## src/rtl/keypad_decoder.sv

```systemverilog
// 4x4 keypad decoder: debounced press/release detection against the column scan index.
// Optional auto-repeat of KeyValid while a key is held is enabled by defining KEYPAD_REPEAT_EN.
module keypad_decoder #(
  parameter int unsigned DEBOUNCE_CYCLES = 4,
  parameter int unsigned REPEAT_CYCLES   = 16
) (
  input  logic       Clock,
  input  logic       Reset,
  input  logic [1:0] Col,
  input  logic [3:0] Rows,
  output logic       ScanEn,
  output logic [3:0] KeyCode,
  output logic       KeyValid,
  output logic       KeyHeld
);

  if (DEBOUNCE_CYCLES < 1 || REPEAT_CYCLES < 1) begin : g_param_check
    $error("keypad_decoder: DEBOUNCE_CYCLES and REPEAT_CYCLES must be >= 1");
  end

  localparam int unsigned CntW = $clog2(DEBOUNCE_CYCLES + 1);
  localparam logic [CntW-1:0] CntLast = CntW'(DEBOUNCE_CYCLES - 1);

  typedef enum logic [2:0] {
    StScan,
    StDebounce,
    StEmit,
    StHold,
    StRelease
  } state_e;

  state_e          state_q;
  logic [CntW-1:0] cnt_q;
  logic [1:0]      cand_row_q;
  logic [1:0]      cand_col_q;

`ifdef KEYPAD_REPEAT_EN
  localparam int unsigned RepW = $clog2(REPEAT_CYCLES + 1);
  localparam logic [RepW-1:0] RepLast = RepW'(REPEAT_CYCLES - 1);
  logic [RepW-1:0] rep_q;
`endif

  logic       any_low;
  logic       cand_high;
  logic [1:0] row_idx;

  // Fixed priority: row 0 wins when several rows are low.
  always_comb begin
    row_idx = 2'd3;
    if (!Rows[0]) begin
      row_idx = 2'd0;
    end else if (!Rows[1]) begin
      row_idx = 2'd1;
    end else if (!Rows[2]) begin
      row_idx = 2'd2;
    end
  end

  assign any_low   = (Rows != 4'hF);
  assign cand_high = Rows[cand_row_q];

  // Combinational so the scan counter freezes on the edge the press is first sampled.
  assign ScanEn = (state_q == StScan) && !any_low;

  always_ff @(posedge Clock) begin
    if (Reset) begin
      state_q    <= StScan;
      cnt_q      <= '0;
      cand_row_q <= '0;
      cand_col_q <= '0;
      KeyCode    <= '0;
      KeyValid   <= 1'b0;
      KeyHeld    <= 1'b0;
`ifdef KEYPAD_REPEAT_EN
      rep_q      <= '0;
`endif
    end else begin
      KeyValid <= 1'b0;
      case (state_q)
        StScan: begin
          if (any_low) begin
            cand_row_q <= row_idx;
            cand_col_q <= Col;
            cnt_q      <= CntW'(1);
            if (DEBOUNCE_CYCLES == 1) begin
              state_q  <= StEmit;
              KeyCode  <= {row_idx, Col};
              KeyValid <= 1'b1;
              KeyHeld  <= 1'b1;
            end else begin
              state_q <= StDebounce;
            end
          end
        end
        StDebounce: begin
          if (cand_high || (Col != cand_col_q)) begin
            state_q <= StScan;
          end else if (cnt_q >= CntLast) begin
            // This sample completes the stable run, so the code is emitted on this edge.
            state_q  <= StEmit;
            KeyCode  <= {cand_row_q, cand_col_q};
            KeyValid <= 1'b1;
            KeyHeld  <= 1'b1;
          end else begin
            cnt_q <= cnt_q + 1'b1;
          end
        end
        StEmit: begin
          state_q <= StHold;
`ifdef KEYPAD_REPEAT_EN
          rep_q   <= '0;
`endif
        end
        StHold: begin
          if (cand_high) begin
            cnt_q <= CntW'(1);
`ifdef KEYPAD_REPEAT_EN
            rep_q <= '0;
`endif
            if (DEBOUNCE_CYCLES == 1) begin
              KeyHeld <= 1'b0;
              state_q <= StScan;
            end else begin
              state_q <= StRelease;
            end
          end else begin
`ifdef KEYPAD_REPEAT_EN
            if (rep_q >= RepLast) begin
              KeyValid <= 1'b1;
              rep_q    <= '0;
            end else begin
              rep_q <= rep_q + 1'b1;
            end
`endif
          end
        end
        StRelease: begin
          if (!cand_high) begin
            cnt_q <= '0;
          end else if (cnt_q >= CntLast) begin
            KeyHeld <= 1'b0;
            state_q <= StScan;
          end else begin
            cnt_q <= cnt_q + 1'b1;
          end
        end
        default: begin
          state_q <= StScan;
        end
      endcase
    end
  end

endmodule
```

## config.mk

```make
export PLATFORM = sky130hd
export DESIGN_NAME = keypad_decoder
export DESIGN_NICKNAME = d
export VERILOG_FILES = /design/src/rtl/keypad_decoder.sv
export SDC_FILE = /design/constraint.sdc
export NUM_CORES = 1
export LEC_CHECK = 0
export CAP_MARGIN = 20
export CORE_MARGIN = 2
export CORE_UTILIZATION = 54
export CTS_BUF_LIST = sky130_fd_sc_hd__clkbuf_4 sky130_fd_sc_hd__clkbuf_8 sky130_fd_sc_hd__clkbuf_16
export CTS_CLUSTER_SIZE = 30
export DETAILED_ROUTE_END_ITERATION = 7
export MAX_ROUTING_LAYER = met4
export PLACE_DENSITY = 0.82
export SETUP_SLACK_MARGIN = 0.3
export SYNTH_ARGS = -nofsm -noshare
export SYNTH_HDL_FRONTEND = slang
export SYNTH_SLANG_ARGS = --single-unit
export TNS_END_PERCENT = 30
```

## constraint.sdc

```tcl
create_clock -name Clock -period 6.5 [get_ports Clock]
set_input_delay 1.3 -clock Clock [delete_from_list [all_inputs] [get_ports Clock]]
set_output_delay 1.3 -clock Clock [all_outputs]
set_load 0.005 [all_outputs]
```

== Word level (Yosys, flattened, before mapping) ==
Cells that the tools add are included.

* $add $sub $neg: 1
* Order comparisons: 2
* Equal/unequal tests: 13
* Multiplexer cells: 23
* Bitwise operators: 2
* Reduce and logical (&&, ||, !) cells: 12

{| class="wikitable"
|+ Operators by type and width
! cell !! number
|-
| $mux 3 || 10
|-
| $pmux 3 s5 || 1
|-
| $ne 2x2->1 const B || 6
|-
| $pmux 3 s4 || 1
|-
| $reduce_and 5->1 || 2
|-
| $mux 1 || 7
|-
| $eq 3x2->1 const B || 2
|-
| $mux 2 || 2
|-
| $ne 4x4->1 const B || 1
|-
| $reduce_and 4->1 || 1
|-
| $reduce_bool 4->1 || 1
|-
| $add 3x1->3 const B || 1
|-
| $eq 3x1->1 const B || 1
|-
| $eq 3x3->1 const B || 1
|-
| $ge 3x2->1 const B || 1
|-
| $logic_not 3->1 || 1
|-
| $lt 2x3->1 const B || 1
|-
| $ne 3x3->1 const B || 1
|-
| $reduce_and 3->1 || 1
|-
| $reduce_or 3->1 || 1
|-
| $bmux 1 s2 || 1
|-
| $ne 2x2->1 || 1
|-
| $not 1->1 || 2
|-
| $pmux 1 s2 || 1
|-
| 5 further kinds || 5
|}

* Bits in registers: 16
* Input port bits: 8
* Output and inout bits: 7
* Word-level logic and storage cells: 60

== Depth between registers and ports, before layout ==
* Depth after elaboration: 5
* Mapped depth: 7
* Mapped depth without buffers: 7

== Least setup slack after synthesis ==
No wires, ideal clock.

* Kind: in2out
* From: in Rows[3]
* To: out ScanEn
* Data arrival time: 1.746 ns
* Required time: 5.200 ns
* Setup slack: 3.454 ns
* Stages on the path: 2
* Buffers on the path: 0
* Cell sequence: nand4_1 nor4_1

* Word-level cells in the longest chain between the ends: 3

{| class="wikitable"
|+ Ends and longest elaborated chain
! item !! RTL line !! RTL
|-
| start: declaration || 10 || <nowiki>input logic [3:0] Rows,</nowiki>
|-
| $ne 4x4->1 || 59 || <nowiki>assign any_low = (Rows != 4'hF);</nowiki>
|-
| $logic_not 1->1 || 63 || <nowiki>assign ScanEn = (state_q == StScan) && !any_low;</nowiki>
|-
| $logic_and 1x1->1 || 63 ||
|-
| end: declaration || 11 || <nowiki>output logic ScanEn,</nowiki>
|}

No other way between the ends.

== Worst setup path after layout ==
* From: in Rows[1]
* To: out ScanEn

Same word-level chain as after synthesis.

==> flow_metrics.tcl <==
set metrics [dict create \
    detail-route-antenna-nets 0 \
    clkPwrFrac_pct 31.9 \
    switch_pwr_uw 59.38 \
    crit-reg2reg-capture "cnt_q[0]" \
    worstRegToRegCells 5 \
    chipWidth_um 43.34 \
    clock-sinks 16 \
    ctsLongestPathBuffers 2 \
    post-route-drc-count 0 \
    critical_path.endpoint_type "primary output" \
    clkSlewWorstSetupHoldPaths_ns 0.10 \
    power_report.internal_total_uw 154.5 \
    detailed_route_via_count 752 \
    setup_tns_ns 0 \
    cts_root_buffer "sky130_fd_sc_hd__clkbuf_4" \
    crit_path_max_fo 7 \
    floorplan.initialDensity_pct 56.80 \
    power.static_leakage_nw 0.3934 \
    floorplan.die_area_um2 1878 \
    detail_route.wirelength_um 1631 \
    number_of_antenna_diodes 0 \
    post_route_cells_drive_above_1_share_pct 9.735 \
    grt_antenna_before_repair 0 \
    biggest_area_consumer_among_synthesized_cells "sky130_fd_sc_hd__dfxtp_1" \
    wl_met1_um 774 \
    clock_latency_ns 0.30 \
    syn-cell-area_um2 835.8 \
    drt-vias-per-instance 5.829 \
    fin_skew_ns 0.004670 \
    synth_top_cell_area_share_pct 38.32 \
    wl_per_cell_um 12.64 \
    stdcell_area_um2 1003 \
    die_height_um 43.34 \
    status "complete, no violations" \
    drv_slew 0 \
    hold_path_depth 2 \
    numCtsBuffers 3 \
    timing.max_cap.violations 0 \
    initial_drt_pass_iterations 4 \
    synth-main-ff-cell "sky130_fd_sc_hd__dfxtp_1" \
    share_of_synthesized_registers_carrying_an_async_set_or_reset_pct 0 \
    synth-seq-cells 16 \
    leading_cell_type_in_the_layout_fill_and_taps_excluded "sky130_fd_sc_hd__dfxtp_1" \
    switching_share_pct 27.76 \
    fp.coreArea_um2 1471 \
    power.share.sequential_pct 50.1 \
    unrepaired_setup_endpoints_after_global_routing "no" \
    final_hold_viol_count 0 \
    yosysWarnings 0 \
    setup.worst_path.class "primary input to primary output" \
    numPortBuffers 14 \
    syn-num-nets 109 \
    wire_length_of_the_first_global_routing_pass_um 2849 \
    via_count_of_the_first_global_routing_pass 680 \
    worstSetupStartpointType "primary input" \
    count_of_hold_fix_buffers_inserted_at_cts 0 \
    tritoncts "done" \
    grt-ovfl-total 0 \
    top_layer "met4" \
    critical_path.startpoint "Rows[1]" \
    arrival_ns 2.85 \
    power-per-cell-area_nw_per_um2 213.2 \
    met3_length_um 54 \
    synth_enable_flop_cells 0 \
    clock_period_minus_worst_slack_ns 4.152 \
    route.met2.wl_um 761 \
    synth.distinct_cells 32 \
    finalCritPeriodShare_pct 63.88 \
    worstSetupEndpoint "ScanEn" \
    detailedPlace.worstSlack_ns 2.368 \
    gp_congestion 0.7621 \
    h-tree-depth 1 \
    regToRegSetupSlack_ns 4.32 \
    cts_resized 0 \
    layout.cells.most_common_list "16 x sky130_fd_sc_hd__dfxtp_1, 14 x sky130_fd_sc_hd__nor2_1, 14 x sky130_fd_sc_hd__clkdlybuf4s50_1" \
    grt_max_degree 18 \
    synth_seq_area_share_pct 38.32 \
    peakVddDrop_mv 0.1579 \
    slew-limit-headroom_pct 58.70 \
    crit-reg2reg-launch "cand_row_q[0]" \
    maxClockFrequency_ghz 0.2408 \
    drt-initial-drc-count 18 \
    placedInstanceArea_um2 967.2 \
    fillCellCount 143 \
    post_cts_buffers 0 \
    detailed_place_hpwl_um 1220 \
    cp_data_required_time_ns 5.20 \
    netlist_instances 99 \
    worst_pin_slew_ns 0.6176 \
    post_layout_worst_setup_margin_ns 2.348 \
    most_area_consuming_cells_after_synthesis "sky130_fd_sc_hd__dfxtp_1 38%, sky130_fd_sc_hd__nor2_1 6.3%, sky130_fd_sc_hd__a21oi_1 6.0%" \
    setup_viol 0 \
    grt.total_usage_pct 20.80 \
    hold_class "flop to flop" \
    layout-area-overhead-vs-synth_pct 20.06 \
    avgSynthCellArea_um2 8.442 \
    share_comb_of_total_power_pct 18.0 \
    ios 15 \
    final_net_count 124 \
    rows 14 \
]
==> metal layers <==
metal / vias up / global-route usage (%)
met5: - / -
met4: 0 / 9.091
met3: 7 / 2.500
met2: 17 / 34.33
li1: 380 / -
met1: 348 / 25.53
==> Yosys cell counts, drive strengths merged, types with 2 or more instances <==
master  count
nand3       6
o21ai       8
dfxtp      16
buf         2
a21oi      11
a211oi      2
nor3        5
ha          2
inv         2
nor2       14
xor2        2
nor2b       2
clkbuf      2
nand2       9
mux2i       4
==> cell families (layout without fill, tap and decap cells) <==
| group | Yosys count | count (layout) | synth area share (%) |
|---|---|---|---|
| XOR/XNOR | 2 | 2 | 2.096 |
| buffers and inverters | 6 | 20 | 4.341 |
| adder cells (fa/ha/maj) | 2 | 2 | 2.994 |
| AND/OR/NAND/NOR | 44 | 44 | 26.05 |
| flip-flops | 16 | 16 | 38.32 |
| AO/OA/AOI/OAI | 24 | 24 | 18.71 |
| multiplexers | 5 | 5 | 7.485 |
==> power groups by stage <==
| stage | combinational [mW] | clock, mW | sequential [mW] |
|---|---|---|---|
| finish | 0.0384 | 0.0682 | 0.107 |
| global route | 0.0432 | 0.0713 | 0.108 |
| CTS | 0.0385 | 0.0685 | 0.107 |
| detailed placement | 0.0383 | 0 | 0.110 |
| global placement | 0.0372 | 0 | 0.109 |
| floorplan | 0.0283 | 0 | 0.108 |
==> sequential cells by signal (all words and copies together) (netlist names) <==
| register | flops |
|---|---|
| KeyCode | 4 |
| cnt_q | 3 |
| KeyValid | 1 |
| state_q | 3 |
| cand_row_q | 2 |
| cand_col_q | 2 |
| KeyHeld | 1 |
==> worst min path at each step <==
stage	startpoint	slack, ns	to
finish	KeyHeld	0.48	KeyHeld
global route	cand_col_q[0]	0.53	cand_col_q[0]
CTS	KeyHeld	0.48	KeyHeld
detailed placement	KeyHeld	0.47	KeyHeld
global placement	KeyHeld	0.47	KeyHeld
floorplan	cand_col_q[0]	0.46	cand_col_q[0]
==> critical path, stage by stage <==
cell	delay (ns)
sky130_fd_sc_hd__clkdlybuf4s50_1	0.51
sky130_fd_sc_hd__nand4_1	0.26
sky130_fd_sc_hd__nor4_1	0.24
sky130_fd_sc_hd__clkdlybuf4s50_1	0.54
==> layout make-up <==
type                       count  area, um2  area share [%]
sequential                    16      320.3           31.92
tap                           16      20.02           1.995
timing repair buffer          14      140.1           13.97
multi-input combinational     77      479.2           47.76
clock buffer                   4      36.28           3.616
inverter                       2      7.507          0.7481
==> metrics by stage <==
stage | instances | util [%] | power [mW] | hold slack (ns)
after floorplan | 99 | - | 0.1365 | 0.4604
after global placement | 125 | 65.73 | 0.1464 | 0.4679
after CTS | 129 | 68.20 | 0.2143 | 0.4840
final | 129 | 68.20 | 0.2139 | 0.4829
after detailed placement | 125 | 65.73 | 0.1478 | 0.4690
after global routing | 129 | 68.20 | 0.2229 | 0.5269
No activity file was read; power rests on OpenSTA's default activity.
